$ cat config.mk
export PLATFORM = sky130hd
export DESIGN_NAME = beta_skid_pipe_flat
export DESIGN_NICKNAME = d
export VERILOG_FILES = /design/src/rtl/beta_skid_pipe_if.sv /design/src/rtl/beta_skid_pipe.sv /design/src/flat_wrapper.sv
export SDC_FILE = /design/constraint.sdc
export NUM_CORES = 1
export LEC_CHECK = 0
export CAP_MARGIN = 40
export CORE_MARGIN = 2
export CORE_UTILIZATION = 50
export CTS_CLUSTER_DIAMETER = 120
export CTS_CLUSTER_SIZE = 10
export DETAILED_ROUTE_END_ITERATION = 10
export PLACE_DENSITY_LB_ADDON = 0.3
export SLEW_MARGIN = 25
export SYNTH_ARGS = -nofsm -noshare
export SYNTH_HDL_FRONTEND = slang
export SYNTH_SLANG_ARGS = --single-unit
$ cat constraint.sdc
create_clock -name clk_i -period 3.1 [get_ports clk_i]
set_input_delay 0.62 -clock clk_i [delete_from_list [all_inputs] [get_ports clk_i]]
set_output_delay 0.62 -clock clk_i [all_outputs]
set_load 0.01 [all_outputs]
$ cat src/rtl/beta_skid_pipe_if.sv
// Handshake bundle between two beta pipeline stages: upstream side, downstream
// side, flush and status. DUT uses slave, the driving stage/bench uses master.
interface beta_skid_pipe_if #(
  parameter int DataWidth = 32
);
  logic                 pip_valid_i;
  logic                 pip_ready_o;
  logic [DataWidth-1:0] pip_data_i;
  logic                 pip_valid_o;
  logic                 pip_ready_i;
  logic [DataWidth-1:0] pip_data_o;
  logic                 pip_flush_i;
  logic                 pip_new_instr_o;
  logic [1:0]           pip_occupancy_o;

  modport slave (
    input  pip_valid_i, pip_data_i, pip_ready_i, pip_flush_i,
    output pip_ready_o, pip_valid_o, pip_data_o, pip_new_instr_o, pip_occupancy_o
  );

  modport master (
    output pip_valid_i, pip_data_i, pip_ready_i, pip_flush_i,
    input  pip_ready_o, pip_valid_o, pip_data_o, pip_new_instr_o, pip_occupancy_o
  );
endinterface

$ cat src/rtl/beta_skid_pipe.sv
// Generic inter-stage register for the beta core: one payload slot plus an
// optional skid entry that keeps pip_ready_o off the downstream ready path.
//
// state    | meaning
// ST_EMPTY | nothing held, data registers are zero
// ST_FULL  | main holds the head item
// ST_SKID  | main holds the head, skid holds the younger item (SkidEnable only)
module beta_skid_pipe #(
  parameter int DataWidth  = 32,
  parameter bit SkidEnable = 1'b1
) (
  input logic             clk_i,
  input logic             rst_i,
  beta_skid_pipe_if.slave pip
);

  typedef enum logic [1:0] {
    ST_EMPTY = 2'd0,
    ST_FULL  = 2'd1,
    ST_SKID  = 2'd2
  } state_t;

  state_t               state_q, state_d;
  logic [DataWidth-1:0] main_q, main_d;
  logic [DataWidth-1:0] skid_q, skid_d;
  logic                 new_q, new_d;
  logic                 ready_w;
  logic                 in_fire, out_fire;

  // Ready is gated by reset so it drops the moment rst_i rises.
  generate
    if (SkidEnable) begin : g_skid_ready
      assign ready_w = !rst_i && (state_q != ST_SKID);
    end else begin : g_comb_ready
      assign ready_w = !rst_i && ((state_q == ST_EMPTY) || pip.pip_ready_i);
    end
  endgenerate

  assign in_fire  = pip.pip_valid_i && ready_w;
  assign out_fire = (state_q != ST_EMPTY) && pip.pip_ready_i;

  always_ff @(posedge clk_i or posedge rst_i) begin
    if (rst_i) begin
      state_q <= ST_EMPTY;
      main_q  <= '0;
      skid_q  <= '0;
      new_q   <= 1'b0;
    end else begin
      state_q <= state_d;
      main_q  <= main_d;
      skid_q  <= skid_d;
      new_q   <= new_d;
    end
  end

  always_comb begin
    state_d = state_q;
    main_d  = main_q;
    skid_d  = skid_q;
    new_d   = 1'b0;
    if (pip.pip_flush_i) begin
      // Flush wins over everything; a same-cycle accept is simply dropped.
      state_d = ST_EMPTY;
      main_d  = '0;
      skid_d  = '0;
    end else begin
      unique case (state_q)
        ST_EMPTY: begin
          if (in_fire) begin
            main_d  = pip.pip_data_i;
            state_d = ST_FULL;
            new_d   = 1'b1;
          end
        end
        ST_FULL: begin
          if (in_fire && out_fire) begin
            main_d = pip.pip_data_i;
            new_d  = 1'b1;
          end else if (in_fire && SkidEnable) begin
            skid_d  = pip.pip_data_i;
            state_d = ST_SKID;
          end else if (out_fire) begin
            main_d  = '0;
            state_d = ST_EMPTY;
          end
        end
        ST_SKID: begin
          if (out_fire) begin
            main_d  = skid_q;
            skid_d  = '0;
            state_d = ST_FULL;
            new_d   = 1'b1;
          end
        end
        default: begin
          state_d = ST_EMPTY;
          main_d  = '0;
          skid_d  = '0;
        end
      endcase
    end
  end

  always_comb begin
    pip.pip_occupancy_o = 2'd0;
    if (state_q == ST_FULL) pip.pip_occupancy_o = 2'd1;
    if (state_q == ST_SKID) pip.pip_occupancy_o = 2'd2;
  end

  assign pip.pip_ready_o     = ready_w;
  assign pip.pip_valid_o     = (state_q != ST_EMPTY);
  assign pip.pip_data_o      = main_q;
  assign pip.pip_new_instr_o = new_q;

endmodule

$ cat src/flat_wrapper.sv
// flat-port wrapper written by rule: the top's interface ports become plain ports
module beta_skid_pipe_flat 
#(
  parameter int DataWidth  = 32,
  parameter bit SkidEnable = 1'b1
)
  (clk_i, rst_i, pip_pip_valid_i, pip_pip_data_i, pip_pip_ready_i, pip_pip_flush_i, pip_pip_ready_o, pip_pip_valid_o, pip_pip_data_o, pip_pip_new_instr_o, pip_pip_occupancy_o);
  beta_skid_pipe_if #(.DataWidth(DataWidth)) pip_i ();
  input logic clk_i;
  input logic rst_i;
  input wire logic [$bits(pip_i.pip_valid_i)-1:0] pip_pip_valid_i;
  input wire logic [$bits(pip_i.pip_data_i)-1:0] pip_pip_data_i;
  input wire logic [$bits(pip_i.pip_ready_i)-1:0] pip_pip_ready_i;
  input wire logic [$bits(pip_i.pip_flush_i)-1:0] pip_pip_flush_i;
  output wire logic [$bits(pip_i.pip_ready_o)-1:0] pip_pip_ready_o;
  output wire logic [$bits(pip_i.pip_valid_o)-1:0] pip_pip_valid_o;
  output wire logic [$bits(pip_i.pip_data_o)-1:0] pip_pip_data_o;
  output wire logic [$bits(pip_i.pip_new_instr_o)-1:0] pip_pip_new_instr_o;
  output wire logic [$bits(pip_i.pip_occupancy_o)-1:0] pip_pip_occupancy_o;
  assign pip_i.pip_valid_i = pip_pip_valid_i;
  assign pip_i.pip_data_i = pip_pip_data_i;
  assign pip_i.pip_ready_i = pip_pip_ready_i;
  assign pip_i.pip_flush_i = pip_pip_flush_i;
  assign pip_pip_ready_o = pip_i.pip_ready_o;
  assign pip_pip_valid_o = pip_i.pip_valid_o;
  assign pip_pip_data_o = pip_i.pip_data_o;
  assign pip_pip_new_instr_o = pip_i.pip_new_instr_o;
  assign pip_pip_occupancy_o = pip_i.pip_occupancy_o;
  beta_skid_pipe #(.DataWidth(DataWidth), .SkidEnable(SkidEnable)) u_core (.clk_i(clk_i), .rst_i(rst_i), .pip(pip_i));
endmodule
==> metrics <==
status finished, final reports clean; YS warnings 0; antenna violations before repair 0; worst min path class register to register; routability cong. 0.758; maxcap violations 0; LEAKAGE 1.75 nW; largest net degree at the start of global routing 43; worst skew pair latency around 0.34 ns; vias in the first global route roughly 2.8k; # hold bufs at CTS 0; area growth from synthesis to layout 24.7%; Seq/Total Area, Yosys between 40% and 50%; final hold violation count 0; Max IR drop VDD 0.000274 V; TritonCTS clock tree done; Core ar. 6720 sq um; Finished Cell Area 4300 sq um; clk slew on worst S/H paths around 0.070 ns; htree depth 3; Initial Util approximately half; drt pass-1 iters 4; Syn Inst Count approximately 380; Antenna Violating Nets Remaining 0; Synth Area in Adders 0%; final WL 7.69 mm; # diodes 0; clock skew 0.00750 ns; mux cell area share after synthesis 9.29%; nets around 470; largest family of logic cells by synthesized area compound AO/OA/AOI/OAI gates; relative slew slack 49.4%; PortBufs 73; post-synthesis xor/xnor area fraction 0.254%; PwrDens 471 nW/um^2; Yosys top cell by area dfrtp_1; Resized cells post-CTS 0; critical path launch point type register; CP arrival 1.99 ns; DRC errors left 0; maximum clock path buffer count 2; First DRT Iteration DRCs 180; Place WS 0.565 ns; die area 7580 sq um; Placement Rows 30; maximum fanout along the worst path 22; RSZ-0062 raised after global routing no; TritonCTS Buffers 9; Synth Cell Area 3450 sq um; Chip Width between 80 and 90 microns; first-pass GRT wire length 12.9 mm; crit end category output port; Synth area leaders dfrtp_1 49%, mux2i_1 9.3%, a21oi_1 6.0%, o21ai_0 5.2%, nand2_1 5.1%; synthesized flop and latch total 67; DP Area 4120 sq um; WL per Instance ~15 microns; GRT Residual Overflow 0; Net Count, Synth 413; simple-gate portion of the synthesized area 17.3%; final setup margin 0.493 ns; GRT Total Usage between 20% and 30%; WP data required 2.48 ns; Post-Syn Area per Cell about 9.2 sq um; Synth cell types 32; IO Count 74; worst-margin pin slew around 0.76 ns; Root Driver clkbuf_8; vias 2875; final setup fails 0; Slew Limit Fails 0; layout cells sized above 1 6.88%; Final Critical Period 2.61 ns; upper clock frequency limit 0.384 GHz; post-CTS setup buffer count 0; Setup TNS 0 ns; Crit Path Class register to output port; Synth Area in Compound Gates between 15 and 20%; clk sinks 67; top-area cell type share of the netlist area between 40% and 50%; routed vias/inst about 5.6; Die H ~87 microns; hpwl dp 5.05 mm; final worst path period share 84.1%
==> placed cells by master (no fill, tap or decap), types with 2 or more instances in the layout <==
cell type,Yosys,final
o21ai_0,36,36
nor2_1,44,44
o21ai_1,10,10
clkinv_2,0,2
clkbuf_8,0,12
nand3_1,32,32
a22o_1,13,13
nor3b_1,2,2
buf_12,0,2
nand2_1,47,47
a21oi_1,41,41
mux2i_1,32,32
buf_4,9,4
inv_2,1,2
clkdlybuf4s50_1,0,73
dfrtp_1,67,66
==> worst paths after layout <==
check / start / end / slack (ns) / cells after the start
max in group asynchronous: rst_i / u_core.pip.pip_data_o[24]$_DFFE_PP0P_ / 1.62 / 3
worst max-delay path: u_core.state_q[0]$_DFFE_PP0P_ / pip_pip_ready_o / 0.49 / 3
worst max register to register: u_core.state_q[0]$_DFFE_PP0P_ / u_core.pip.pip_data_o[21]$_DFFE_PP0P_ / 1.19 / 4
min in group asynchronous: rst_i / u_core.pip.pip_data_o[4]$_DFFE_PP0P_ / 0.85 / 2
worst min register to register: u_core.pip.pip_data_o[18]$_DFFE_PP0P_ / u_core.pip.pip_data_o[18]$_DFFE_PP0P_ / 0.50 / 1
worst min-delay path: u_core.pip.pip_data_o[18]$_DFFE_PP0P_ / u_core.pip.pip_data_o[18]$_DFFE_PP0P_ / 0.50 / 1
==> synthesized netlist by cell type (all sizes together) <==
master / n
and2b: 1
dfrtp: 67
a22o: 13
a32oi: 1
a32o: 1
o22a: 1
nand3: 32
xor2: 1
o21ai: 46
or2: 1
nand2b: 1
inv: 3
and4bb: 1
nor3b: 2
nor3: 1
mux2i: 32
a21oi: 42
nor2: 44
o21bai: 1
nor2b: 2
buf: 26
clkbuf: 8
nand2: 47
and3: 1
and2: 1
==> through the flow <==
stage / cells / hold slack, ns / utilization [%] / total power [mW]
2_1_floorplan: 376 / 0.493 / - / 1.18
3_3_place_gp: 501 / 0.488 / 61.3 / 1.36
3_5_place_dp: 501 / 0.491 / 61.3 / 1.37
4_1_cts: 516 / 0.511 / 64.0 / 2.04
5_1_grt: 516 / 0.516 / 64.0 / 2.12
6_report: 516 / 0.504 / 64.0 / 2.02
==> final cells by class <==
class                   instances  area [sq um]
clock buffers                  13           169
clock inverters                 2          10.0
fillers                       562          2420
inverters                       3          11.3
multi-input cells             272          1530
flip-flops and latches         67          1680
well taps                      80           100
repair buffers                 79           801
==> report_power, final <==
part | internal (mW) | switching, mW | total [mW] | leakage, nW
registers | 0.928 | 0.0354 | 0.964 | 0.894
logic | 0.197 | 0.191 | 0.388 | 0.760
clock network | 0.350 | 0.322 | 0.672 | 0.0953
total | 1.47 | 0.549 | 2.02 | 1.75
==> registers in the layout (all words and copies together) (netlist names) <==
signal / flops
u_core.pip.pip_data_o: 32
u_core.pip.pip_new_instr_o: 1
u_core.skid_q: 32
u_core.state_q: 2
==> critical path: stages, from the launching register on <==
cell and delay (ns):
dfrtp_1 0.72, and2b_1 0.30, nor2_1 0.09, clkdlybuf4s50_1 0.54
==> routing by layer <==
metal / vias up / track usage, % / wire length [microns]
met1: 1377 / 27.8 / 3490
met5: - / 0 / 0
li1: 1412 / - / -
met2: 77 / 35.5 / 3800
met4: 0 / 8.66 / 98
met3: 9 / 4.27 / 300
==> cells by family after synthesis <==
logic type / count (synthesis)
and+or+nand+nor: 134
muxes: 32
AOI/OAI and AO/OA: 105
buffers and inverters: 37
xor gates and xnor gates: 1
DFF: 67
(Power assumes the default switching activity.)
